`config.mk`:
```
export PLATFORM = sky130hd
export DESIGN_NAME = pc_sequencer
export DESIGN_NICKNAME = d
export VERILOG_FILES = /design/src/rtl/cpu_pkg.sv /design/src/rtl/pc_next_mux.sv /design/src/rtl/pc_sequencer.sv
export SDC_FILE = /design/constraint.sdc
export NUM_CORES = 1
export LEC_CHECK = 0
export CAP_MARGIN = 20
export CORE_ASPECT_RATIO = 1.4
export CORE_MARGIN = 3
export CORE_UTILIZATION = 49
export DETAILED_ROUTE_END_ITERATION = 8
export PLACE_DENSITY = 0.95
export SLEW_MARGIN = 5
export SYNTH_ARGS = -nofsm -noshare
export SYNTH_HDL_FRONTEND = slang
export SYNTH_SLANG_ARGS = --single-unit
```
`constraint.sdc`:
```
create_clock -name CLK -period 6.6 [get_ports CLK]
set_input_delay 0.66 -clock CLK [delete_from_list [all_inputs] [get_ports CLK]]
set_output_delay 0.66 -clock CLK [all_outputs]
set_load 0.02 [all_outputs]
```
`src/rtl/cpu_pkg.sv`:
```
// Shared CPU definitions: next-PC source encodings and the PC sequencer
// state type, imported by the PC sequencer and its next-PC mux.
package cpu_pkg;

  localparam logic [1:0] PC_SRC_SEQ    = 2'b00;
  localparam logic [1:0] PC_SRC_BRANCH = 2'b01;
  localparam logic [1:0] PC_SRC_REG    = 2'b10;
  localparam logic [1:0] PC_SRC_JUMP   = 2'b11;

  typedef enum logic [1:0] {
    BOOT   = 2'b00,
    RUN    = 2'b01,
    HALTED = 2'b10
  } pc_state_t;

  // True when the low two address bits are clear.
  function automatic logic isWordAligned(input logic [31:0] addr);
    return (addr[1:0] == 2'b00);
  endfunction

endpackage

```
`src/rtl/pc_next_mux.sv`:
```
// Combinational next-PC selector: sequential, branch, register jump and
// immediate jump. Also reports a raw misalign bit for a register jump
// whose target is not word aligned; the caller decides whether it counts.
module pc_next_mux
  import cpu_pkg::*;
(
  input  logic [31:0] i_pc,
  input  logic [1:0]  i_pcSrc,
  input  logic [31:0] i_immExt,
  input  logic [31:0] i_regJumpAddr,
  input  logic [31:0] i_jumpAddr,
  output logic [31:0] o_nextPc,
  output logic        o_misalignRaw
);

  logic [31:0] w_pcPlus4;
  logic [31:0] w_branchOffset;

  assign w_pcPlus4      = i_pc + 32'd4;
  // Word offset to byte offset; the two bits shifted out are dropped.
  assign w_branchOffset = i_immExt << 2;

  // Pick the next PC from the selected source; arithmetic wraps silently.
  always_comb begin
    o_nextPc      = w_pcPlus4;
    o_misalignRaw = 1'b0;
    case (i_pcSrc)
      PC_SRC_SEQ:    o_nextPc = w_pcPlus4;
      PC_SRC_BRANCH: o_nextPc = w_pcPlus4 + w_branchOffset;
      PC_SRC_REG: begin
        o_nextPc      = i_regJumpAddr & 32'hFFFF_FFFC;
        o_misalignRaw = !isWordAligned(i_regJumpAddr);
      end
      PC_SRC_JUMP:   o_nextPc = i_jumpAddr;
      default:       o_nextPc = w_pcPlus4;
    endcase
  end

endmodule

```
`src/rtl/pc_sequencer.sv`:
```
// Program-counter register with boot/run/halt sequencing, a sticky
// misaligned-register-jump flag and, when PC_PERF_CNT_EN is defined,
// a retired PC-write counter on output InstrCount.
module pc_sequencer
  import cpu_pkg::*;
#(
  parameter logic [31:0] RESET_PC = 32'h0000_0000
) (
  input  logic        CLK,
  input  logic        Reset,
  input  logic        PCWre,
  input  logic [1:0]  PCSrc,
  input  logic [31:0] ImmExt,
  input  logic [31:0] RegJumpAddr,
  input  logic [31:0] JumpAddr,
  input  logic        Halt,
  output logic [31:0] PC,
  output logic [31:0] PC4,
`ifdef PC_PERF_CNT_EN
  output logic [31:0] InstrCount,
`endif
  output logic        Running,
  output logic        Misaligned
);

  pc_state_t   r_state;
  logic        r_running;
  logic [31:0] r_pc;
  logic        r_misaligned;
  logic [31:0] w_nextPc;
  logic        w_misalignRaw;
  logic        w_accept;

  pc_next_mux u_nextMux (
    .i_pc          (r_pc),
    .i_pcSrc       (PCSrc),
    .i_immExt      (ImmExt),
    .i_regJumpAddr (RegJumpAddr),
    .i_jumpAddr    (JumpAddr),
    .o_nextPc      (w_nextPc),
    .o_misalignRaw (w_misalignRaw)
  );

  // A write is taken only while running, enabled, and not halting; Halt wins.
  assign w_accept = (r_state == RUN) && PCWre && !Halt;

  // Boot lasts one cycle, run until Halt, halted is left only by Reset.
  always_ff @(posedge CLK or posedge Reset) begin
    if (Reset) begin
      r_state   <= BOOT;
      r_running <= 1'b0;
    end else begin
      case (r_state)
        BOOT: begin
          r_state   <= RUN;
          r_running <= 1'b1;
        end
        RUN: begin
          if (Halt) begin
            r_state   <= HALTED;
            r_running <= 1'b0;
          end
        end
        HALTED: begin
          r_state   <= HALTED;
          r_running <= 1'b0;
        end
        default: begin
          r_state   <= BOOT;
          r_running <= 1'b0;
        end
      endcase
    end
  end

  // PC loads the selected next value on an accepted write; the misalign flag is sticky.
  always_ff @(posedge CLK or posedge Reset) begin
    if (Reset) begin
      r_pc         <= RESET_PC;
      r_misaligned <= 1'b0;
    end else if (w_accept) begin
      r_pc <= w_nextPc;
      if (w_misalignRaw) begin
        r_misaligned <= 1'b1;
      end
    end
  end

`ifdef PC_PERF_CNT_EN
  logic [31:0] r_instrCount;

  // Count accepted PC writes; frozen outside RUN since no write is accepted there.
  always_ff @(posedge CLK or posedge Reset) begin
    if (Reset) begin
      r_instrCount <= 32'd0;
    end else if (w_accept) begin
      r_instrCount <= r_instrCount + 32'd1;
    end
  end

  assign InstrCount = r_instrCount;
`endif

  assign PC         = r_pc;
  assign PC4        = r_pc + 32'd4;
  assign Running    = r_running;
  assign Misaligned = r_misaligned;

endmodule

```
==> reports/qor.yml, run 1 <==
outcome: "finished clean"
antenna_found_initial: 0
cts-root-buf: "clkbuf_16"
cts_buffers: 5
cap_violations: 0
p_comb_share_pct: 74.0
synth-edff-count: 0
yosys.area.top_type: "dfrtp_1"
worstReg2RegEnd: "PC[29]"
p_clk_share_pct: 8.7
synth_top_cell_area_share_pct: 19.7
syn-num-nets: 696
drc: 0
synth_cell_types: 60
rrSetupSlack_ps: 2280
postCtsResizedCells: 0
slew_headroom_pct: 38.6
worstSetupEndpointType: "flip-flop"
ys_seq_elements: 35
crit_path_start_kind: "flip-flop"
vias: 5195
nets: 841
yosysWarnings: 0
fin_skew_ps: 3.50
gp_congestion: 0.931
hold_viol: 0
layout_common_cells: "164 x clkdlybuf4s50_1, 65 x nand2_1, 54 x a21oi_1"
min_period_ps: 4320
drtIter0Drc: 541
internal_power_mw: 1.45
grt-ovfl-total: 0
slew_violations: 0
num_antenna_cells: 0
ctsHoldBuffers: 0
crit_type: "reg -> reg"
clkSlewWorstSetupHoldPaths_ps: 60
cp-startpoint: "PC[11]"
whs_path_depth: 2
first_pass_iters: 7
syn2layout_area_growth_pct: 41.4
core_area_sq_mm: 0.00871
clock_latency_ps: 290
dp_cells: 800
htreeDepth: 2
crit_required_ps: 6770
wl_mm: 16.2
io_buffers: 165
synthesis.area_sq_mm: 0.00445
seqPwrFrac_pct: 17.2
p_leak_nw: 2.57
arrival_ps: 4490
ff2ff_path_depth: 14
place_ws_ps: 2370
avgSynthCellArea_sq_um: 7.98
die_area_sq_mm: 0.0103
cp-endpoint: "PC[29]"
swShare_pct: 50.4
grt_max_degree: 52
hold_slack_ps: 511
async_flop_share_pct: 100
syn_inst: 557
hold_class: "reg -> reg"
layout-drive-gt1-share_pct: 6.26
fin_crit_sh_pct: 65.5
post-cts-setup-buffer-count: 0
grt_pass1_vias: 5234
grt_usage_pct: 31.4
setup_violations: 0
mostFrequentLayoutCell: "clkdlybuf4s50_1"
die_y_microns: 119
critPathMaxFanout: 9
dp_hpwl_mm: 12.6
ant_nets: 0
io_pins: 168
vdd_drop_max_uv: 420
fmax_ghz: 0.231
rsz0062_at_grt: "no"
finalSetupTns_ps: 0
start_util_pct: 51.0
clockBufferDepth: 2
die_w_microns: 86.5
worst_pin_slew_ps: 921
ys.flop_type: "dfrtp_1"
routed_via_density: 6.43
grt_pass1_wl_mm: 25.8
cts_tree: "built"
netSwitchingPower_mw: 1.47
wire_per_inst_microns: 20.1
r2r_start: "PC[11]"
cts.sinks: 35
synth_area_leaders: "dfrtp_1 20%, ha_1 10%, xnor2_1 6.7%, a21oi_1 6.1%, nand2_1 5.5%"
layout_setup_ws_ps: 2280
powerDensity_mw_per_mm2: 465
instances_no_fill: 808
yosysSeqAreaShare_pct: 19.7
rows: 40
-- registers in the layout, indices dropped and copies added, names as in the netlist --
name	count
Misaligned	1
r_state	2
PC	32
-- power by group through the flow --
stage	Clock [mW]	Sequential (mW)	Combinational, mW
floorplan	0	0.560	1.26
global placement	0	0.484	2.05
detailed placement	0	0.495	2.11
CTS	0.255	0.496	2.14
global route	0.263	0.519	2.32
finish	0.255	0.504	2.16
-- cells by family (layout without fill, tap and decap cells) --
group                    count (synthesis)  count (layout)  synth area share (%)
adder cells (fa/ha/maj)                 37              37                  10.6
flip-flops                              35              35                  19.7
AND/OR/NAND/NOR                        178             178                  19.4
multiplexers                            32              32                  9.94
buffers and inverters                   51             197                  4.62
XOR/XNOR                                53              53                  10.6
AO/OA/AOI/OAI                          171             171                  25.1
-- synthesized netlist by cell type (all sizes together) (3+ instances only) --
cell type and number:
mux4 9, nand4 14, buf 7, o22a 3
clkbuf 26, nor3 7, mux2i 16, nor2 44
a31oi 8, a32oi 3, ha 36, nand2 65
nand2b 10, a211o 4, a211oi 9, inv 18
dfrtp 35, o22ai 10, o211ai 8, a21o 11
and2 4, o221ai 7, xnor2 35, nand3 20
or3 3, o21a 7, o31ai 5, a22oi 3
a21oi 54, o21ai 24, and4 3, mux2 7
xor2 18
-- routing by layer --
metal  wire length [microns]  track usage (%)  up-vias  part of all wire [%]
li1                        -                -     2350                     -
met1                    5800             35.8     2438                    36
met2                    8310             54.5      334                    51
met3                    1370             5.37       73                   8.4
met4                     770             16.6        0                   4.7
met5                       0                0        -                     0
-- how the worst min path moves through the flow --
stage                          start  slack, ps          to
after floorplan           r_state[1]        520  r_state[1]
after global placement    Misaligned        450  Misaligned
after detailed placement  Misaligned        500  Misaligned
after CTS                 Misaligned        510  Misaligned
after global routing      Misaligned        530  Misaligned
final                     Misaligned        510  Misaligned
-- through the flow --
step	utilization [%]	power [mW]	cell area, sq um
6_report	72.2	2.92	6290
5_1_grt	72.2	3.10	6290
4_1_cts	72.2	2.89	6290
3_5_place_dp	70.4	2.61	6130
3_3_place_gp	70.4	2.54	6130
2_1_floorplan	-	1.82	4450
-- worst max-delay path, cell delays in order, from the launching register on --
cell	delay, ps
dfrtp_1	520
nand4_1	140
or4_4	590
nor3_1	410
nand2_1	190
xnor2_1	300
ha_1	380
and3_1	230
a31oi_1	250
a211oi_1	110
or3_1	320
a21oi_1	200
nand2_1	100
xor2_1	170
o221a_2	300
-- final cells by class --
cell class | instances | area, sq um
Clock buffer | 8 | 156
Fill cell | 688 | 2420
Inverter | 18 | 67.6
Multi-Input combinational cell | 471 | 3360
Sequential cell | 35 | 876
Tap cell | 105 | 131
Timing Repair Buffer | 171 | 1690
(Power assumes the default switching activity.)
==> inputs of run 2 (changes only) <==
--- a/config.mk
+++ b/config.mk
@@ -8,7 +8,7 @@
 export CAP_MARGIN = 20
 export CORE_ASPECT_RATIO = 1.4
 export CORE_MARGIN = 3
-export CORE_UTILIZATION = 49
+export CORE_UTILIZATION = 46
 export DETAILED_ROUTE_END_ITERATION = 8
 export PLACE_DENSITY = 0.95
 export SLEW_MARGIN = 5
==> constraint.sdc (replaced) <==
create_clock -name CLK -period 4.11 [get_ports CLK]
set_input_delay 0.411 -clock CLK [delete_from_list [all_inputs] [get_ports CLK]]
set_output_delay 0.411 -clock CLK [all_outputs]
set_load 0.02 [all_outputs]
==> reports/qor.yml, run 2 (synthesis results as in run 1) <==
outcome: "finished clean"
die_area_sq_mm: 0.0109
clockBufferDepth: 2
worstReg2RegEnd: "PC[30]"
setup_violations: 0
ant_nets: 0
num_antenna_cells: 0
ff2ff_path_depth: 15
layout-drive-gt1-share_pct: 10.5
rows: 41
grt-ovfl-total: 0
hold_viol: 0
dp_hpwl_mm: 13.4
slew_headroom_pct: 59.5
mostFrequentLayoutCell: "clkdlybuf4s50_1"
cts.sinks: 35
whs_path_depth: 2
first_pass_iters: 5
rrSetupSlack_ps: 120
cap_violations: 0
worstSetupEndpointType: "flip-flop"
critPathMaxFanout: 7
min-delay-start: "Misaligned"
cts_buffers: 5
syn2layout_area_growth_pct: 46.1
worst_pin_slew_ps: 605
hold_slack_ps: 474
cts-root-buf: "clkbuf_16"
r2r_start: "PC[8]"
io_buffers: 165
netSwitchingPower_mw: 2.40
cts_tree: "built"
seqPwrFrac_pct: 16.4
internal_power_mw: 2.41
holdPathEnd: "Misaligned"
fillCellCount: 720
slew_violations: 0
start_util_pct: 48.1
core_area_sq_mm: 0.00923
die_w_microns: 89.1
antenna_found_initial: 0
vias: 5222
grt_usage_pct: 30.5
p_leak_nw: 2.68
fin_crit_sh_pct: 97.0
gp_congestion: 0.963
p_comb_share_pct: 76.0
htreeDepth: 2
largest_reg_flops: 32
powerDensity_mw_per_mm2: 741
clock_latency_ps: 290
fin_skew_ps: 7.09
drtIter0Drc: 431
grt_pass1_vias: 5242
vdd_drop_max_uv: 500
grt_pass1_wl_mm: 25.8
nets: 862
io_pins: 168
fin_area_sq_mm: 0.00649
ctsHoldBuffers: 0
crit_path_start_kind: "flip-flop"
p_clk_share_pct: 7.6
min_period_ps: 3990
layout_common_cells: "164 x clkdlybuf4s50_1, 65 x nand2_1, 53 x a21oi_1"
die_y_microns: 122
wire_per_inst_microns: 20.2
placed_cell_area_sq_mm: 0.00632
drc: 0
clkSlewWorstSetupHoldPaths_ps: 60
routed_via_density: 6.30
grt_max_degree: 37
crit_required_ps: 4310
wl_mm: 16.8
finalSetupTns_ps: 0
crit_type: "reg -> reg"
swShare_pct: 49.9
fmax_ghz: 0.251
hold_class: "reg -> reg"
arrival_ps: 4190
run 2: cell count changes in the layout (fill, tap and decap cells not counted), moves of 2 or more:
cell | previous run | this run
buf_4 | 6 | 27
clkbuf_8 | 2 | 0
dfrtp_1 | 35 | 31
dfrtp_2 | 0 | 4
xnor2_1 | 34 | 30
xnor2_2 | 1 | 5
run 2: cell type report:
cell class                      count  area, sq um  area share (%)
Sequential cell                    35          881            13.6
Clock buffer                        6          129            1.98
Tap cell                          107          134            2.06
Inverter                           18         67.6            1.04
Multi-Input combinational cell    471         3430            52.9
Timing Repair Buffer              192         1850            28.5
run 2: power by group through the flow:
stage               clock network (mW)  logic (mW)  registers, mW
finish                           0.367        3.66          0.787
global route                     0.384        3.90          0.813
CTS                              0.368        3.60          0.771
detailed placement                   0        3.56          0.771
global placement                     0        3.47          0.755
floorplan                            0        2.03          0.909
run 2: stage by stage:
stage | setup WS [ps] | total power [mW] | cells | util (%)
after floorplan | 37.5 | 2.94 | 557 | -
after global placement | 113 | 4.22 | 822 | 68.5
after detailed placement | 46.3 | 4.33 | 822 | 68.5
after CTS | 46.2 | 4.73 | 828 | 69.9
after global routing | -10.8 | 5.10 | 829 | 70.3
final | 122 | 4.81 | 829 | 70.3
run 2: worst max path at each step:
stage / from / to / slack, ps / depth (start not counted)
floorplan: PC[11] / PC[29] / 40 / 16
global placement: PC[12] / PC[29] / 110 / 14
detailed placement: PC[12] / PC[30] / 50 / 15
CTS: PC[8] / PC[30] / 50 / 15
global route: PC[8] / PC[29] / -10 / 14
finish: PC[8] / PC[30] / 120 / 15
run 2: worst max-delay path, stage by stage (launching register included):
cell and delay [ps]:
dfrtp_2 420, nand4_2 170, or4_4 560, or3_4 390, nor2_4 240, xor2_4 190, ha_1 260, buf_4 170
a21oi_1 140, nor2b_1 60, o21ai_0 140, nand2b_1 130, a2111oi_2 430, o221ai_1 230, xnor2_1 180, a21oi_1 170
run 2: repair_timing:
item,CTS,global route
endpoints found under the hold margin,0,0
gates cloned,0,0
buffers inserted,0,1
gates resized for setup,2,9
pin swaps,0,2
setup endpoints to repair,2,4
run 2: routing by layer:
| layer | part of all wire (%) | GRT usage, % | vias up |
|---|---|---|---|
| met4 | 3.6 | 12.1 | 0 |
| met5 | 0 | 0 | - |
| li1 | - | - | 2384 |
| met1 | 37 | 35.1 | 2480 |
| met2 | 52 | 55.0 | 301 |
| met3 | 7.8 | 4.57 | 57 |
